==> src/rtl/pri_arb_8.sv <==
// ---------------------------------------------------------------------------
// pri_arb_8 -- eight-requester arbiter for one shared downstream resource.
//
// A winner is picked either by fixed priority (bit 7 highest, bit 0 lowest)
// or by descending round-robin starting below the last winner. The owner keeps
// the grant until it drops its request or until MAX_HOLD consecutive grant
// cycles have elapsed. A forced release pulses `timeout` and masks the owner
// out of the next arbitration. Every owner change passes through one GAP
// cycle and one IDLE arbitration cycle.
//
// Ports:
//   clk      in   1  rising-edge clock
//   rst      in   1  synchronous active-high reset
//   en       in   1  arbitration enable (gates new grants only)
//   rr_mode  in   1  0 = fixed priority, 1 = round-robin (sampled at arbitration)
//   req      in   8  request vector, req[i] high = requester i wants/holds
//   gnt      out  8  registered one-hot grant
//   gnt_id   out  3  registered index of the owner (0 while no grant)
//   gnt_vld  out  1  high while a grant is active (|gnt)
//   timeout  out  1  one-cycle pulse in the first GAP cycle after a forced release
//   busy     out  1  high in GRANT or GAP
// ---------------------------------------------------------------------------
module pri_arb_8 #(
  parameter int unsigned MAX_HOLD = 16  // 0 disables the timeout, legal 0..255
) (
  input  logic       clk,
  input  logic       rst,
  input  logic       en,
  input  logic       rr_mode,
  input  logic [7:0] req,
  output logic [7:0] gnt,
  output logic [2:0] gnt_id,
  output logic       gnt_vld,
  output logic       timeout,
  output logic       busy
);

  typedef enum logic [1:0] {
    S_IDLE  = 2'd0,
    S_GRANT = 2'd1,
    S_GAP   = 2'd2
  } state_t;

  // hold_cnt value seen in the last allowed grant cycle; hold_cnt is 0 in the
  // first grant cycle, so matching MAX_HOLD-1 gives exactly MAX_HOLD cycles.
  localparam logic [7:0] HOLD_LAST = (MAX_HOLD == 0) ? 8'd0 : 8'(MAX_HOLD - 1);

  state_t     r_state;
  logic [7:0] r_gnt;
  logic [2:0] r_gnt_id;
  logic       r_timeout;
  logic [7:0] r_hold_cnt;
  logic [2:0] r_last_id;
  logic [7:0] r_mask;

  state_t     w_state_nxt;
  logic [7:0] w_gnt_nxt;
  logic [2:0] w_gnt_id_nxt;
  logic       w_timeout_nxt;
  logic [7:0] w_hold_nxt;
  logic [2:0] w_last_nxt;
  logic [7:0] w_mask_nxt;

  logic [7:0] w_elig;
  logic [2:0] w_fp_id;
  logic [2:0] w_rr_id;
  logic [2:0] w_rr_idx;
  logic [2:0] w_win_id;
  logic       w_hold_hit;

  assign w_elig     = req & ~r_mask;
  assign w_hold_hit = (MAX_HOLD != 0) && (r_hold_cnt == HOLD_LAST);

  // Winner search. Later loop iterations overwrite earlier ones, so iterating
  // from the lowest-precedence candidate upward leaves the true winner.
  always_comb begin
    // NOTE: every variable gets a default before any conditional assignment,
    // otherwise a path that skips the assignment infers a latch.
    w_fp_id  = 3'd0;
    w_rr_id  = 3'd0;
    w_rr_idx = 3'd0;
    for (int i = 0; i < 8; i++) begin
      if (w_elig[i]) w_fp_id = 3'(i);
    end
    // Round-robin order is last-1, last-2, ... wrapping to last itself (s = 8),
    // so walk s from 8 down to 1 and let the nearest candidate win.
    for (int s = 8; s >= 1; s--) begin
      w_rr_idx = r_last_id - 3'(s);
      if (w_elig[w_rr_idx]) w_rr_id = w_rr_idx;
    end
    w_win_id = rr_mode ? w_rr_id : w_fp_id;
  end

  // Next-state and next-output logic.
  always_comb begin
    w_state_nxt   = r_state;
    w_gnt_nxt     = r_gnt;
    w_gnt_id_nxt  = r_gnt_id;
    w_timeout_nxt = 1'b0;
    w_hold_nxt    = r_hold_cnt;
    w_last_nxt    = r_last_id;
    // A mask bit also dies as soon as its request drops.
    w_mask_nxt    = r_mask & req;

    unique case (r_state)
      S_IDLE: begin
        if (en && (w_elig != 8'd0)) begin
          w_state_nxt  = S_GRANT;
          w_gnt_nxt    = 8'd1 << w_win_id;
          w_gnt_id_nxt = w_win_id;
          w_last_nxt   = w_win_id;
          w_mask_nxt   = 8'd0;
          w_hold_nxt   = 8'd0;
        end
      end

      S_GRANT: begin
        if (!req[r_gnt_id]) begin
          // Voluntary release wins over a coincident timeout.
          w_state_nxt  = S_GAP;
          w_gnt_nxt    = 8'd0;
          w_gnt_id_nxt = 3'd0;
        end else if (w_hold_hit) begin
          w_state_nxt   = S_GAP;
          w_gnt_nxt     = 8'd0;
          w_gnt_id_nxt  = 3'd0;
          w_timeout_nxt = 1'b1;
          w_mask_nxt    = (r_mask & req) | r_gnt;
        end else begin
          w_hold_nxt = (r_hold_cnt == 8'hFF) ? r_hold_cnt : r_hold_cnt + 8'd1;
        end
      end

      S_GAP: begin
        w_state_nxt = S_IDLE;
        w_hold_nxt  = 8'd0;
      end

      default: begin
        w_state_nxt  = S_IDLE;
        w_gnt_nxt    = 8'd0;
        w_gnt_id_nxt = 3'd0;
        w_hold_nxt   = 8'd0;
      end
    endcase
  end

  always_ff @(posedge clk) begin
    // NOTE: sequential state uses non-blocking assignments so every register
    // samples the pre-edge values, independent of statement order.
    if (rst) begin
      r_state    <= S_IDLE;
      r_gnt      <= 8'd0;
      r_gnt_id   <= 3'd0;
      r_timeout  <= 1'b0;
      r_hold_cnt <= 8'd0;
      r_last_id  <= 3'd0;
      r_mask     <= 8'd0;
    end else begin
      r_state    <= w_state_nxt;
      r_gnt      <= w_gnt_nxt;
      r_gnt_id   <= w_gnt_id_nxt;
      r_timeout  <= w_timeout_nxt;
      r_hold_cnt <= w_hold_nxt;
      r_last_id  <= w_last_nxt;
      r_mask     <= w_mask_nxt;
    end
  end

  assign gnt     = r_gnt;
  assign gnt_id  = r_gnt_id;
  assign gnt_vld = |r_gnt;
  assign timeout = r_timeout;
  assign busy    = (r_state != S_IDLE);

  // Structural invariants.
  a_gnt_onehot0 : assert property (@(posedge clk) disable iff (rst)
    $onehot0(gnt));
  a_gnt_vld : assert property (@(posedge clk) disable iff (rst)
    gnt_vld == (|gnt));
  a_gnt_only_in_grant : assert property (@(posedge clk) disable iff (rst)
    (r_state == S_GRANT) || (gnt == 8'd0));
  a_gnt_id_stable : assert property (@(posedge clk) disable iff (rst)
    (r_state == S_GRANT && $past(r_state) == S_GRANT) |-> $stable(gnt_id));

endmodule

==> config.mk <==
export PLATFORM = sky130hd
export DESIGN_NAME = pri_arb_8
export DESIGN_NICKNAME = d
export VERILOG_FILES = /design/src/rtl/pri_arb_8.sv
export SDC_FILE = /design/constraint.sdc
export NUM_CORES = 1
export LEC_CHECK = 0
export CAP_MARGIN = 0
export CELL_PAD_IN_SITES_DETAIL_PLACEMENT = 0
export CELL_PAD_IN_SITES_GLOBAL_PLACEMENT = 1
export CORE_MARGIN = 1
export CORE_UTILIZATION = 49
export CTS_CLUSTER_SIZE = 16
export DETAILED_ROUTE_END_ITERATION = 10
export DONT_BUFFER_PORTS = 1
export HOLD_SLACK_MARGIN = 0.12
export PLACE_DENSITY = 0.85
export SLEW_MARGIN = 20
export SYNTH_ARGS = -nofsm -noshare
export SYNTH_HDL_FRONTEND = slang
export SYNTH_SLANG_ARGS = --single-unit
==> constraint.sdc <==
create_clock -name clk -period 3.4 [get_ports clk]
set_clock_uncertainty 0.05 [all_clocks]
set_input_delay 1.02 -clock clk [delete_from_list [all_inputs] [get_ports clk]]
set_output_delay 1.02 -clock clk [all_outputs]
set_load 0.02 [all_outputs]
==> results.md <==
* Largest net degree at the start of global routing at 22
* Total CTS buffers at 5
* Min-Delay Path Depth at 1
* WP data arrival at roughly 3200 ps
* Port Buffer Count at 0
* WP data required at between 3000 and 4000 ps
* Synthesized Nets at 299
* Power per Cell Area at 506 nW/um2
* Number of remaining DRC errors at 0
* Initial core utilization at 51.4%
* First-pass GRT wire length at about 11 mm
* Finished Cell Area at around 2800 um2
* Num Clock Sinks at 33
* Reg2reg path depth at 9
* Fill cells at about 490
* I/O pin count at 26
* Synth warnings at 0
* Most frequent cells in the layout: 33 x dfxtp_1, 25 x nand2_1, 24 x nor2_1
* DIE AREA at roughly 5700 um2
* Synthesis-to-layout area growth at 7.58%
* Area leader, netlist: dfxtp_1
* Htree depth at 2
* Clock Latency Late Sink at approximately 290 ps
* # diodes at 0
* Slowest CP cell: mux4_2
* Top cell type's share of synthesized area at between 20% and 30%
* Worst hold start: r_mask[5]$_SDFF_PP0_
* EDFF count, synth at 0
* Fmax achieved at between 300 and 400 MHz
* Post-Syn Instances at ~280
* Utilization after layout at between 50% and 60%
* Distinct cells, synth at between 60 and 70
* Crit Path Class: reg -> reg
* Root Driver: clkbuf_8
* Max Transition Viols Final at 0
* Period utilisation layout at 89.7%
* Vias in the first global route at approximately 2.3k
* Total Power at 0.00144 W
* Total gr overflow at 0
* Mapped cell area at around 2600 um2
* HP Class: reg -> reg
* Storage cell area at roughly 660 um2
* Detail Placement HPWL at around 5.6 mm
* Layout cells sized above 1 at 14.7%
* Peak supply drop at between 0.0003 and 0.0004 V
* Crit start category: flip-flop
* Routed Antenna Nets at 0
* Relative slew slack at 64.5%
* DR vias at between 2k and 2.5k
* Post-CTS resize count at 0
* Crit-path cells: inv_2 -> ha_1 -> xor2_1 -> mux4_2 -> nor4_1 -> o41ai_1 -> buf_4 -> o211ai_4 -> a41o_2
* Tmin final at between 3000 and 4000 ps
* Syn_area_per_cell at 9.30 um2
* Fraction of registers with async set/reset at 0%
* Least-Margin Pin Slew at 531 ps
* Postcts setup bufs at 0
* Area of the multi-input gates at ~1900 um2
* Top Family by Delay on Critical Path: compound AO/OA/AOI/OAI gates
* Sum Neg Setup Slack at 0 ps
* Commonest non-fill, non-tap cell in the layout: dfxtp_1
* Final net count at roughly 310
* Initial antenna violation count at 0
* Rows at 26
* Crit path capture type: flip-flop
* Status: finished clean
* Critical path depth in cells at 9
* Final Hold Viols at 0
* Tot GR Track Use at between 20 and 30%
* Chip height at approximately 75 um
* Final WL at between 7 and 8 mm
* Iter 0 DRT Violations at approximately 230
* RePlAce Congestion at slightly below 1
* Hold-fix buffers, CTS at 0
* Die Wd at 75.4 um
* Max cap viols at 0
* Seq/Total Area, Yosys at 25.0%
* CTS tree: done
* Largest stage delay, worst path at between 600 and 700 ps
* Top cells by area, synth: dfxtp_1 25%, mux4_2 10%, mux2i_1 6.1%
* Reg2reg start: r_last_id[0]$_SDFFE_PP0P_
* Final worst slack at about 350 ps
* Vias/cell at ~6.7
* Flip-flop and latch count after synthesis at 33
* Placed cell area at 2740 um2
* Clock Tree Buf Depth at 2
* WP buf/inv at 2
* Final Setup Violations at 0
* Unrepaired setup endpoints after global routing: false
* Dpl ws at between 90 and 100 ps
* CP Launch Point: r_last_id[0]$_SDFFE_PP0P_
* Dominant synthesized flop cell: dfxtp_1
* TritonRoute pass-1 iters at 5
* CORE AREA at between 5000 and 6000 um2
* Routed length per placed instance at between 20 and 25 um
* Pleak at ~1.1 nW
* Largest fanout on the critical path at 10
* CTS clk-pin slew, worst paths at ~70 ps
flip-flops by register name (all words and copies together), names as in the netlist:
signal and count:
timeout 1, r_hold_cnt 8, gnt_id 3, gnt 8, r_state 2, r_mask 8, r_last_id 3
layout make-up:
type                       instances  share of cell area (%)
clock buffer                       7                    3.39
multi-input combinational        230                    65.7
timing repair buffer              12                    3.17
inverter                           9                    1.19
clock inverter                     1                   0.176
tap                               70                    3.08
sequential                        33                    23.3
cell usage after synthesis, drive strengths merged (3+ instances only):
cell type	n
or3	4
a32o	6
o31ai	3
xor2	7
o211ai	5
a21oi	13
o21ai	14
buf	6
nor3b	3
nor3	5
a221oi	3
mux2i	16
inv	7
a31o	3
ha	3
nor2b	9
nand2	25
nand4	5
o41ai	5
nor2	24
nand2b	8
xnor2	4
dfxtp	33
nand3	3
nor4b	3
a31oi	5
nor4	3
a41o	4
and2	4
clkbuf	6
mux4	18
report_power, final:
part	internal (W)	leakage [nW]	total (W)	switching, W
registers	0.000408	0.268	0.000459	0.0000510
clock network	0.000183	0.0542	0.000329	0.000146
logic	0.000275	0.758	0.000648	0.000373
total	0.000866	1.08	0.00144	0.000570
cells by family after synthesis:
group	synth area share, %
multiplexers	22.3
adder cells (fa/ha/maj)	1.42
AND/OR/NAND/NOR	21.0
XOR/XNOR	3.65
flip-flops	25.0
buffers and inverters	4.27
AO/OA/AOI/OAI	22.4
layer usage:
metal	track usage, %	part of all wire [%]
met2	43.1	46
met3	6.08	8.2
met1	38.1	44
met5	0	0
met4	9.47	1.8
metrics by stage:
step	hold slack, ps	cells
floorplan	441	284
global placement	458	354
detailed placement	468	354
CTS	484	362
global route	517	362
finish	488	362
final timing paths:
path	slack [ps]	to
min reg2reg	490	r_mask[5]$_SDFF_PP0_
max reg2reg	350	gnt[2]$_SDFFE_PP0P_
max	350	gnt[2]$_SDFFE_PP0P_
min	490	r_mask[5]$_SDFF_PP0_
Power figures use the tool's default switching activity.
